[config.mk]
export PLATFORM = sky130hd
export DESIGN_NAME = gcd_ctrl
export DESIGN_NICKNAME = d
export VERILOG_FILES = /design/src/rtl/gcd_pkg.sv /design/src/rtl/gcd_iter_cnt.sv /design/src/rtl/gcd_ctrl.sv
export SDC_FILE = /design/constraint.sdc
export NUM_CORES = 1
export LEC_CHECK = 0
export ABC_AREA = 1
export BUFFER_PORTS_ARGS = -buffer_cell sky130_fd_sc_hd__buf_2
export CAP_MARGIN = 10
export CORE_MARGIN = 4
export CORE_UTILIZATION = 49
export DETAILED_ROUTE_END_ITERATION = 7
export PLACE_DENSITY = 0.73
export SYNTH_ARGS = -nofsm -noshare
export SYNTH_HDL_FRONTEND = slang
export SYNTH_SLANG_ARGS = --single-unit
export TNS_END_PERCENT = 10
[constraint.sdc]
create_clock -name clk -period 3 [get_ports clk]
set_input_delay 0.15 -clock clk [delete_from_list [all_inputs] [get_ports clk]]
set_output_delay 0.15 -clock clk [all_outputs]
set_load 0.02 [all_outputs]
[src/rtl/gcd_pkg.sv]
// Shared types and constants for the GCD control path.
package gcd_pkg;

  typedef enum logic [2:0] {
    IDLE  = 3'd0,
    LOAD  = 3'd1,
    CHECK = 3'd2,
    SUB_A = 3'd3,
    SUB_B = 3'd4,
    DONE  = 3'd5
  } state_e;

  localparam logic RES_A = 1'b0;
  localparam logic RES_B = 1'b1;

  localparam int unsigned DW = 16;

endpackage

[src/rtl/gcd_iter_cnt.sv]
// Saturating subtraction-step counter with synchronous clear and a limit flag.
module gcd_iter_cnt #(
  parameter int unsigned MAX_ITER = 65535,
  parameter int unsigned CNT_W    = 16
) (
  input  logic clk,
  input  logic rst_n,
  input  logic clr,
  input  logic en,
  output logic at_limit
);

  localparam logic [CNT_W-1:0] Limit = CNT_W'(MAX_ITER);

  logic [CNT_W-1:0] cnt_q, cnt_d;

  assign at_limit = (cnt_q == Limit);

  // Holding at the limit keeps the count from ever wrapping.
  always_comb begin
    cnt_d = cnt_q;
    if (clr) begin
      cnt_d = '0;
    end else if (en && !at_limit) begin
      cnt_d = cnt_q + CNT_W'(1);
    end
  end

  always_ff @(posedge clk or negedge rst_n) begin
    if (!rst_n) begin
      cnt_q <= '0;
    end else begin
      cnt_q <= cnt_d;
    end
  end

endmodule

[src/rtl/gcd_ctrl.sv]
// GCD controller: sequences the A/B datapath registers through subtraction-based GCD
// behind valid/ready handshakes, with a bounded step count.
module gcd_ctrl
  import gcd_pkg::*;
#(
  parameter int unsigned MAX_ITER = 65535,
  parameter int unsigned CNT_W    = DW
) (
  input  logic clk,
  input  logic rst_n,
  input  logic in_valid,
  output logic in_ready,
  input  logic a_is_zero,
  input  logic b_is_zero,
  input  logic lt,
  input  logic gt,
  input  logic eq,
  output logic ld_a,
  output logic ld_b,
  output logic sel_in,
  output logic sub_sel,
  output logic res_sel,
  output logic err,
  output logic out_valid,
  input  logic out_ready,
  output logic busy
);

  state_e state_q, state_d;
  logic   res_sel_q, res_sel_d;
  logic   err_q, err_d;
  logic   at_limit;

  gcd_iter_cnt #(
    .MAX_ITER(MAX_ITER),
    .CNT_W   (CNT_W)
  ) u_iter_cnt (
    .clk     (clk),
    .rst_n   (rst_n),
    .clr     (state_q == LOAD),
    .en      ((state_q == SUB_A) || (state_q == SUB_B)),
    .at_limit(at_limit)
  );

  always_comb begin
    state_d   = state_q;
    res_sel_d = res_sel_q;
    err_d     = err_q;
    unique case (state_q)
      IDLE: begin
        if (in_valid) state_d = LOAD;
      end
      LOAD: state_d = CHECK;
      CHECK: begin
        state_d   = DONE;
        res_sel_d = RES_A;
        if (a_is_zero && b_is_zero) begin
          err_d = 1'b1;
        end else if (a_is_zero) begin
          res_sel_d = RES_B;
        end else if (b_is_zero) begin
          res_sel_d = RES_A;
        end else if (!$onehot({lt, gt, eq})) begin
          // Inconsistent comparator flags: refuse to produce a result.
          err_d = 1'b1;
        end else if (eq) begin
          res_sel_d = RES_A;
        end else if (at_limit) begin
          err_d = 1'b1;
        end else if (gt) begin
          state_d = SUB_A;
        end else begin
          state_d = SUB_B;
        end
      end
      SUB_A: state_d = CHECK;
      SUB_B: state_d = CHECK;
      DONE: begin
        if (out_ready) begin
          state_d = IDLE;
          err_d   = 1'b0;
        end
      end
      default: state_d = IDLE;
    endcase
  end

  always_ff @(posedge clk or negedge rst_n) begin
    if (!rst_n) begin
      state_q   <= IDLE;
      res_sel_q <= RES_A;
      err_q     <= 1'b0;
    end else begin
      state_q   <= state_d;
      res_sel_q <= res_sel_d;
      err_q     <= err_d;
    end
  end

  assign in_ready  = (state_q == IDLE);
  assign ld_a      = (state_q == LOAD) || (state_q == SUB_A);
  assign ld_b      = (state_q == LOAD) || (state_q == SUB_B);
  assign sel_in    = (state_q == LOAD);
  assign sub_sel   = (state_q == SUB_B);
  assign out_valid = (state_q == DONE);
  assign busy      = (state_q != IDLE);
  assign res_sel   = res_sel_q;
  assign err       = err_q;

endmodule

==> flow_metrics.tcl, run 1 <==
set metrics [dict create \
    area_growth_pct 9.25 \
    finalHoldViolCount 0 \
    yosysWarnings 0 \
    grt_antenna_before_repair 0 \
    clk_transition_reported_paths_ps 120 \
    drt_iter0_markers 79 \
    cp.arrival_ps 1700 \
    die_area_mm2 0.00386 \
    synth_nets 210 \
    wl_met3_um 100 \
    clock_latency_ps 310 \
    syn_inst 199 \
    grt_pass1_vias 1219 \
    grt_usage 0.187 \
    cpMaxStageDelayCell "nand2_1" \
    fin_crit_sh 0.618 \
    start_util 0.516 \
    ys_async_sr_fraction 1.00 \
    tightest_slew_ps 621 \
    synth_cell_types 26 \
    start_kind "flop" \
    drt-pass1-iter-count 4 \
    totalWireLength_mm 3.03 \
    ys_ff_latch 21 \
    h-tree-depth 1 \
    core_area_mm2 0.00278 \
    root_buffer "clkbuf_4" \
    cts_buffer_depth 2 \
    top_layer "met4" \
    vias 1324 \
    synth_edf_count 0 \
    seqCellArea_um2 526 \
    cp.required_ps 2850 \
    drive_gt1_frac 0.193 \
    crit_chain "inv_1 -> nor2_2 -> nand2_1 -> inv_1 -> buf_2" \
    avgViaCountPerCell 5.32 \
    cts_setup_buffers 0 \
    multi_input_area_um2 783 \
    routedWlPerCell_um 12.2 \
    max_slew_margin 0.585 \
    critPathKind "flop to output port" \
    cts.sinks 21 \
    outcome "completed" \
    power_mw 1.06 \
    wl_met1_mm 1.52 \
    rows 19 \
    max_stage_delay_ps 460 \
    cts_tree "yes" \
    ant_nets 0 \
    die_w_um 62.1 \
    fmaxAchievable_mhz 539 \
    setup_ws_ps 1150 \
    dr_wl_met2_mm 1.38 \
    avgSynthCellArea_um2 7.21 \
    cts_buffers 3 \
    drc 0 \
    setup_viol 0 \
    hold_class "primary input to flop" \
    dp_hpwl_mm 2.32 \
    grt_max_degree 22 \
    power_density_mw_per_mm2 677 \
    synth_area_mm2 0.00143 \
    yosysSeqAreaShare 0.366 \
    synth_top_flop_cell "dfrtp_1" \
    finClkSkew_ps 2.64 \
    layout.nets 230 \
    period_needed_ps 1850 \
    gp_congestion 0.855 \
    die_h_um 62.1 \
    cp_common_cell "inv_1" \
    antenna_cells 0 \
    nFillCells 269 \
    gr-total-overflow 0 \
    setup_tns_ps 0 \
    cp_max_fo 16 \
    leakagePower_nw 0.770 \
    rsz0062_at_grt "false" \
    ioPinCount 18 \
    grt_pass1_wl_mm 5.40 \
    slew_violations 0 \
    max-cap-violations 0 \
    critPathCaptureType "output port" \
    ir_worst_vdd_mv 0.631 \
    io_buffer_count 17 \
    cts_resized 0 \
    pre_cts_slack_ps 1200 \
]
per-stage QoR:
stage                     hold WS (ps)  std cells  utilization  cell area (um2)
after global routing               119        249        0.563             1570
after detailed placement           145        244        0.550             1530
after CTS                          104        249        0.563             1570
final                              111        249        0.563             1570
after floorplan                   -146        199            -             1430
after global placement             144        244        0.550             1530
power breakdown:
group          leakage [nW]  switching, mW  internal (mW)  total [mW]
logic                 0.473          0.397          0.146       0.543
registers             0.282         0.0457          0.332       0.378
clock network        0.0150         0.0873         0.0520       0.139
total                 0.770          0.530          0.530        1.06
cell type report:
cell class / instances / area share
clock buffers: 4 / 0.0168
inverters: 26 / 0.0623
multi-input cells: 149 / 0.500
flip-flops and latches: 21 / 0.335
well taps: 31 / 0.0248
repair buffers: 18 / 0.0607
layout by cell type, fill, tap and decap left out:
| master | count |
|---|---|
| a21oi_1 | 2 |
| a21oi_2 | 1 |
| a22oi_1 | 1 |
| buf_2 | 17 |
| clkbuf_1 | 1 |
| clkbuf_4 | 3 |
| dfrtp_1 | 21 |
| dlygate4sd3_1 | 1 |
| fa_1 | 1 |
| ha_1 | 1 |
| inv_1 | 24 |
| inv_2 | 2 |
| nand2_1 | 59 |
| nand2_2 | 3 |
| nand2_4 | 1 |
| nand3_1 | 17 |
| nand4_1 | 14 |
| nand4_2 | 1 |
| nor2_1 | 18 |
| nor2_2 | 3 |
| nor2_4 | 2 |
| nor3_1 | 2 |
| nor3_2 | 1 |
| o21a_1 | 1 |
| o21ai_0 | 8 |
| o21ai_2 | 8 |
| o21bai_1 | 2 |
| xor2_1 | 3 |
kinds of logic after synthesis:
logic type,count (synthesis),synth area share
simple gates,121,0.394
flops,21,0.366
compound gates,23,0.111
fa+ha+maj,2,0.0227
xor+xnor,3,0.0183
buf+inv,29,0.0873
state kept, by name, indices dropped and copies added, names as in the netlist:
register / flops
err: 1
state_q: 3
u_iter_cnt.cnt_q: 16
res_sel: 1
Yosys cell counts (all sizes together) (2+ instances only):
cell type / number / area, um2
a21oi: 3 / 18.8
buf: 3 / 27.5
dfrtp: 21 / 526
inv: 26 / 97.6
nand2: 63 / 251
nand3: 17 / 85.1
nand4: 15 / 100
nor2: 23 / 109
nor3: 3 / 20.0
o21ai: 16 / 110
o21bai: 2 / 15.0
xor2: 3 / 26.3
per-layer routing:
layer  up-vias  GRT usage
li1        688          -
met1       612      0.270
met2        18      0.286
met3         6     0.0372
met4         0     0.0515
met5         -          0
worst max-delay path: cells and delay by family (launching register included):
family	cells	cell delay, ps
flip-flops	1	400
buffers and inverters	3	470
AND/OR/NAND/NOR	2	520
path summary, 6_finish.rpt:
kind / cells after the start / from / end / slack, ps
worst max-delay path: 5 / state_q[0]$_DFFE_PN0P_ / sel_in / 1150
worst min-delay path: 3 / a_is_zero / res_sel$_DFFE_PN0P_ / 110
worst max register to register: 7 / u_iter_cnt.cnt_q[0]$_DFFE_PN0P_ / u_iter_cnt.cnt_q[7]$_DFFE_PN0P_ / 1190
worst min register to register: 2 / err$_DFFE_PN0P_ / err$_DFFE_PN0P_ / 490
max in group asynchronous: 2 / rst_n / u_iter_cnt.cnt_q[3]$_DFFE_PN0P_ / 2350
min in group asynchronous: 2 / rst_n / state_q[0]$_DFFE_PN0P_ / 320
what timing repair did:
item | 4_1_cts | 5_1_grt
hold endpoints to repair | 21 | 0
hold buffers | 1 | 0
endpoints found under the setup margin | 0 | 0
Note: power is estimated with default switching activity, not from simulation.
==> inputs of run 2 (changes only) <==
--- a/config.mk
+++ b/config.mk
@@ -11,7 +11,7 @@
 export CORE_MARGIN = 4
 export CORE_UTILIZATION = 49
 export DETAILED_ROUTE_END_ITERATION = 7
-export PLACE_DENSITY = 0.73
+export PLACE_DENSITY = 0.76
 export SYNTH_ARGS = -nofsm -noshare
 export SYNTH_HDL_FRONTEND = slang
 export SYNTH_SLANG_ARGS = --single-unit
==> constraint.sdc (replaced) <==
create_clock -name clk -period 1.59 [get_ports clk]
set_input_delay 0.0795 -clock clk [delete_from_list [all_inputs] [get_ports clk]]
set_output_delay 0.0795 -clock clk [all_outputs]
set_load 0.02 [all_outputs]
==> flow_metrics.tcl, run 2 (same netlist as run 1, synthesis figures left out) <==
set metrics [dict create \
    hold_path_depth 3 \
    outcome "completed" \
    h-tree-depth 1 \
    fin_crit_sh 0.915 \
    rr_startpoint "u_iter_cnt.cnt_q[0]$_DFFE_PN0P_" \
    area_growth_pct 14.8 \
    cp_max_fo 5 \
    avgViaCountPerCell 5.28 \
    tightest_slew_ps 474 \
    ir_worst_vdd_mv 1.27 \
    grt_pass1_vias 1277 \
    dp_hpwl_mm 2.52 \
    period_needed_ps 1460 \
    layout.nets 238 \
    cp.required_ps 1510 \
    critPathKind "flop to output port" \
    regMostFlops "u_iter_cnt.cnt_q" \
    clock_latency_ps 320 \
    rows 19 \
    holdPathEnd "res_sel$_DFFE_PN0P_" \
    cts.sinks 21 \
    max-cap-violations 0 \
    fmaxAchievable_mhz 687 \
    nFillCells 269 \
    slew_violations 0 \
    clk_transition_reported_paths_ps 110 \
    finClkSkew_ps 12.9 \
    r2r_cells 9 \
    cp.arrival_ps 1380 \
    start_kind "flop" \
    final_common_cell "nand2_1" \
    core_area_mm2 0.00278 \
    hold_start "a_is_zero" \
    io_buffer_count 17 \
    setup_ws_ps 134 \
    largest_reg_flops 16 \
    setup_viol 0 \
    gp_congestion 0.894 \
    power_density_mw_per_mm2 1330 \
    grt_pass1_wl_mm 5.54 \
    cts_buffers 3 \
    place_area_mm2 0.00158 \
    die_area_mm2 0.00386 \
    r2r_end "u_iter_cnt.cnt_q[15]$_DFFE_PN0P_" \
    die_h_um 62.1 \
    ioPinCount 18 \
    root_buffer "clkbuf_4" \
    grt_antenna_before_repair 0 \
    start_util 0.516 \
    max_slew_margin 0.684 \
    drt_iter0_markers 68 \
    pre_cts_slack_ps 17.4 \
    final_cell_mix "nand2_1, inv_1, dfrtp_1" \
    totalWireLength_mm 3.21 \
    reg.largest.list "u_iter_cnt.cnt_q x16, state_q x3" \
    cts_tree "yes" \
    cts_buffer_depth 2 \
    drive_gt1_frac 0.230 \
    vias 1357 \
    setup_tns_ps 0 \
    reg2reg_slack_ps 130 \
    critPathCaptureType "output port" \
    ant_nets 0 \
    drt-pass1-iter-count 4 \
    rsz0062_at_grt "true" \
    finalHoldViolCount 0 \
    drc 0 \
    grt_max_degree 22 \
    antenna_cells 0 \
    routedWlPerCell_um 12.5 \
    grt_usage 0.197 \
    hold_class "primary input to flop" \
    gr-total-overflow 0 \
    fin_area_mm2 0.00165 \
    die_w_um 62.1 \
    leakagePower_nw 0.814 \
]
[run 2: changes by cell type in the layout (fill, tap and decap cells not counted)]
cell | previous run | this run
o21a_2 | 0 | 1
nand2_1 | 59 | 58
buf_4 | 0 | 8
nand2_8 | 0 | 1
inv_2 | 2 | 1
o21a_1 | 1 | 0
inv_4 | 0 | 1
[run 2: power by group]
part           total (mW)  switching (mW)  leakage [nW]  internal (mW)
Clock               0.273           0.175        0.0150         0.0981
Combinational        1.23           0.844         0.516          0.388
Sequential          0.687          0.0598         0.282          0.627
Total                2.19            1.08         0.814           1.11
[run 2: cell type report]
class                   instances  area (um2)  area share
well taps                      31        38.8      0.0236
inverters                      26         100      0.0608
repair buffers                 26         155      0.0942
multi-input cells             149         801       0.486
clock buffers                   4        26.3      0.0160
flip-flops and latches         21         526       0.319
[run 2: repair_timing]
action	4_1_cts	5_1_grt
gates resized for setup	1	4
endpoints found under the setup margin	1	7
setup buffers	0	1
hold buffers	1	0
hold endpoints to repair	21	0
[run 2: how the worst max path moves through the flow]
| stage | startpoint | to | slack, ps | depth (start not counted) |
|---|---|---|---|---|
| 2_1_floorplan | u_iter_cnt.cnt_q[0]$_DFFE_PN0P_ | u_iter_cnt.cnt_q[10]$_DFFE_PN0P_ | 30 | 8 |
| 3_3_place_gp | u_iter_cnt.cnt_q[1]$_DFFE_PN0P_ | u_iter_cnt.cnt_q[13]$_DFFE_PN0P_ | 70 | 7 |
| 3_5_place_dp | u_iter_cnt.cnt_q[1]$_DFFE_PN0P_ | u_iter_cnt.cnt_q[3]$_DFFE_PN0P_ | 20 | 7 |
| 4_1_cts | u_iter_cnt.cnt_q[1]$_DFFE_PN0P_ | u_iter_cnt.cnt_q[15]$_DFFE_PN0P_ | 40 | 9 |
| 5_1_grt | u_iter_cnt.cnt_q[0]$_DFFE_PN0P_ | u_iter_cnt.cnt_q[11]$_DFFE_PN0P_ | -2 | 9 |
| 6_report | state_q[1]$_DFFE_PN0P_ | sel_in | 130 | 5 |
[run 2: through the flow]
| step | cells | utilization | power, mW | hold WS [ps] |
|---|---|---|---|---|
| floorplan | 199 | - | 1.54 | -216 |
| global placement | 251 | 0.569 | 1.83 | 64.6 |
| detailed placement | 251 | 0.569 | 1.86 | 66.6 |
| CTS | 256 | 0.583 | 2.14 | 59.8 |
| global route | 257 | 0.592 | 2.37 | 67.3 |
| finish | 257 | 0.592 | 2.19 | 67.5 |
[run 2: worst max-delay path, cell delays in order (launching register included)]
cell and delay, ps:
dfrtp_1 400, buf_4 150, inv_1 80, nand2_2 140
inv_1 130, buf_2 170
[run 2: metal layers]
layer	vias to the layer above	track usage	routed length, um
li1	708	-	-
met1	622	0.272	1580
met2	22	0.314	1470
met3	5	0.0186	103
met4	0	0.0848	48
met5	-	0	0
==> inputs of run 3 (changes only) <==
--- a/config.mk
+++ b/config.mk
@@ -11,7 +11,7 @@
 export CORE_MARGIN = 4
 export CORE_UTILIZATION = 49
 export DETAILED_ROUTE_END_ITERATION = 7
-export PLACE_DENSITY = 0.76
+export PLACE_DENSITY_LB_ADDON = 0.1
 export SYNTH_ARGS = -nofsm -noshare
 export SYNTH_HDL_FRONTEND = slang
 export SYNTH_SLANG_ARGS = --single-unit
==> flow_metrics.tcl, run 3 (same netlist as run 1, synthesis figures left out) <==
set metrics [dict create \
    rsz0062_at_grt "true" \
    cp.required_ps 1820 \
    hold_class "primary input to flop" \
    drc 0 \
    die_w_um 62.1 \
    max-cap-violations 0 \
    clock_latency_ps 310 \
    cp.arrival_ps 1720 \
    max_stage_delay_ps 390 \
    finClkSkew_ps 7.81 \
    grt_pass1_vias 1316 \
    die_h_um 62.1 \
    cts.sinks 21 \
    hold_start "a_is_zero" \
    whs_ps 46.8 \
    final_cell_mix "nand2_1, inv_1, dfrtp_1" \
    avgViaCountPerCell 5.54 \
    place_inst 251 \
    leakagePower_nw 0.809 \
    totalWireLength_mm 3.34 \
    drt_iter0_markers 71 \
    finalHoldViolCount 0 \
    hold_path_depth 3 \
    grt_antenna_before_repair 0 \
    start_util 0.516 \
    cts_buffer_depth 2 \
    crit_chain "ha_1 -> nand2_2 -> nor2_4 -> nand4_2 -> nand2_4 -> nand2_8 -> inv_4 -> nand2_1 -> o21ai_0" \
    critPathCaptureType "flop" \
    clk_transition_reported_paths_ps 120 \
    die_area_mm2 0.00386 \
    root_buffer "clkbuf_4" \
    core_area_mm2 0.00278 \
    r2r_end "u_iter_cnt.cnt_q[15]$_DFFE_PN0P_" \
    drive_gt1_frac 0.236 \
    reg2reg_slack_ps 100 \
    start_kind "flop" \
    io_buffer_count 17 \
    grt_pass1_wl_mm 5.82 \
    ioPinCount 18 \
    r2r_cells 9 \
    critPathKind "flop to flop" \
    period_needed_ps 1490 \
    power_density_mw_per_mm2 1330 \
    antenna_cells 0 \
    cts_buffers 3 \
    grt_max_degree 22 \
    drt-pass1-iter-count 4 \
    pre_cts_slack_ps 4.33 \
    cts_setup_buffers 0 \
    slew_violations 0 \
    cpMaxStageDelayCell "dfrtp_1" \
    fin_crit_sh 0.937 \
    final_common_cell "nand2_1" \
    fmaxAchievable_mhz 672 \
    ant_nets 0 \
    setup_viol 0 \
    rows 19 \
    reg.largest.list "u_iter_cnt.cnt_q x16, state_q x3" \
    layout.nets 237 \
    setup_ws_ps 101 \
    largest_reg_flops 16 \
    dp_hpwl_mm 2.55 \
    grt_usage 0.200 \
    routedWlPerCell_um 13.1 \
    max_slew_margin 0.677 \
    rr_startpoint "u_iter_cnt.cnt_q[1]$_DFFE_PN0P_" \
    gr-total-overflow 0 \
    cp_max_fo 13 \
    vias 1418 \
    gp_congestion 0.878 \
    outcome "completed" \
    area_growth_pct 14.7 \
    cts_tree "yes" \
    ir_worst_vdd_mv 1.33 \
    final_cell_count_no_fill 256 \
    holdPathEnd "res_sel$_DFFE_PN0P_" \
    setup_tns_ps 0 \
    final_core_util 0.591 \
    regMostFlops "u_iter_cnt.cnt_q" \
    h-tree-depth 1 \
    tightest_slew_ps 484 \
]
-- run 3: worst max path at each step --
stage,from,cells after the start,end
floorplan,u_iter_cnt.cnt_q[0]$_DFFE_PN0P_,8,u_iter_cnt.cnt_q[10]$_DFFE_PN0P_
global placement,u_iter_cnt.cnt_q[1]$_DFFE_PN0P_,7,u_iter_cnt.cnt_q[14]$_DFFE_PN0P_
detailed placement,u_iter_cnt.cnt_q[1]$_DFFE_PN0P_,7,u_iter_cnt.cnt_q[10]$_DFFE_PN0P_
CTS,u_iter_cnt.cnt_q[1]$_DFFE_PN0P_,9,u_iter_cnt.cnt_q[15]$_DFFE_PN0P_
global route,u_iter_cnt.cnt_q[1]$_DFFE_PN0P_,9,u_iter_cnt.cnt_q[15]$_DFFE_PN0P_
finish,u_iter_cnt.cnt_q[1]$_DFFE_PN0P_,9,u_iter_cnt.cnt_q[15]$_DFFE_PN0P_
-- run 3: layout make-up --
cell class                      instances  area, um2
Timing Repair Buffer                   25        148
Tap cell                               31       38.8
Inverter                               26        100
Fill cell                             267       1140
Sequential cell                        21        526
Multi-Input combinational cell        149        806
Clock buffer                            4       26.3
-- run 3: critical path: cells and delay by family (launching register included) --
family          cells  cell delay, ps
buf+inv             1             110
fa+ha+maj           1             200
flops               1             390
simple gates        6             660
compound gates      1              60
-- run 3: what timing repair did --
item                                    in CTS  in global routing
endpoints found under the hold margin       21                  0
hold buffers                                 1                  0
endpoints found under the setup margin       6                  8
gates resized for setup                      1                  6
-- run 3: metal layers --
layer / share of wire / GRT usage
met1: 0.46 / 0.276
met2: 0.49 / 0.330
met3: 0.050 / 0.0248
met4: 0 / 0.0545
met5: 0 / 0
-- run 3: where the power goes --
group | internal, mW | switching [mW]
registers | 0.628 | 0.0607
logic | 0.363 | 0.862
clock network | 0.0980 | 0.169
-- run 3: through the flow --
step,power [mW],cell area (um2)
after floorplan,1.54,1430
after global placement,1.82,1580
after detailed placement,1.85,1580
after CTS,2.12,1620
after global routing,2.37,1640
final,2.18,1640
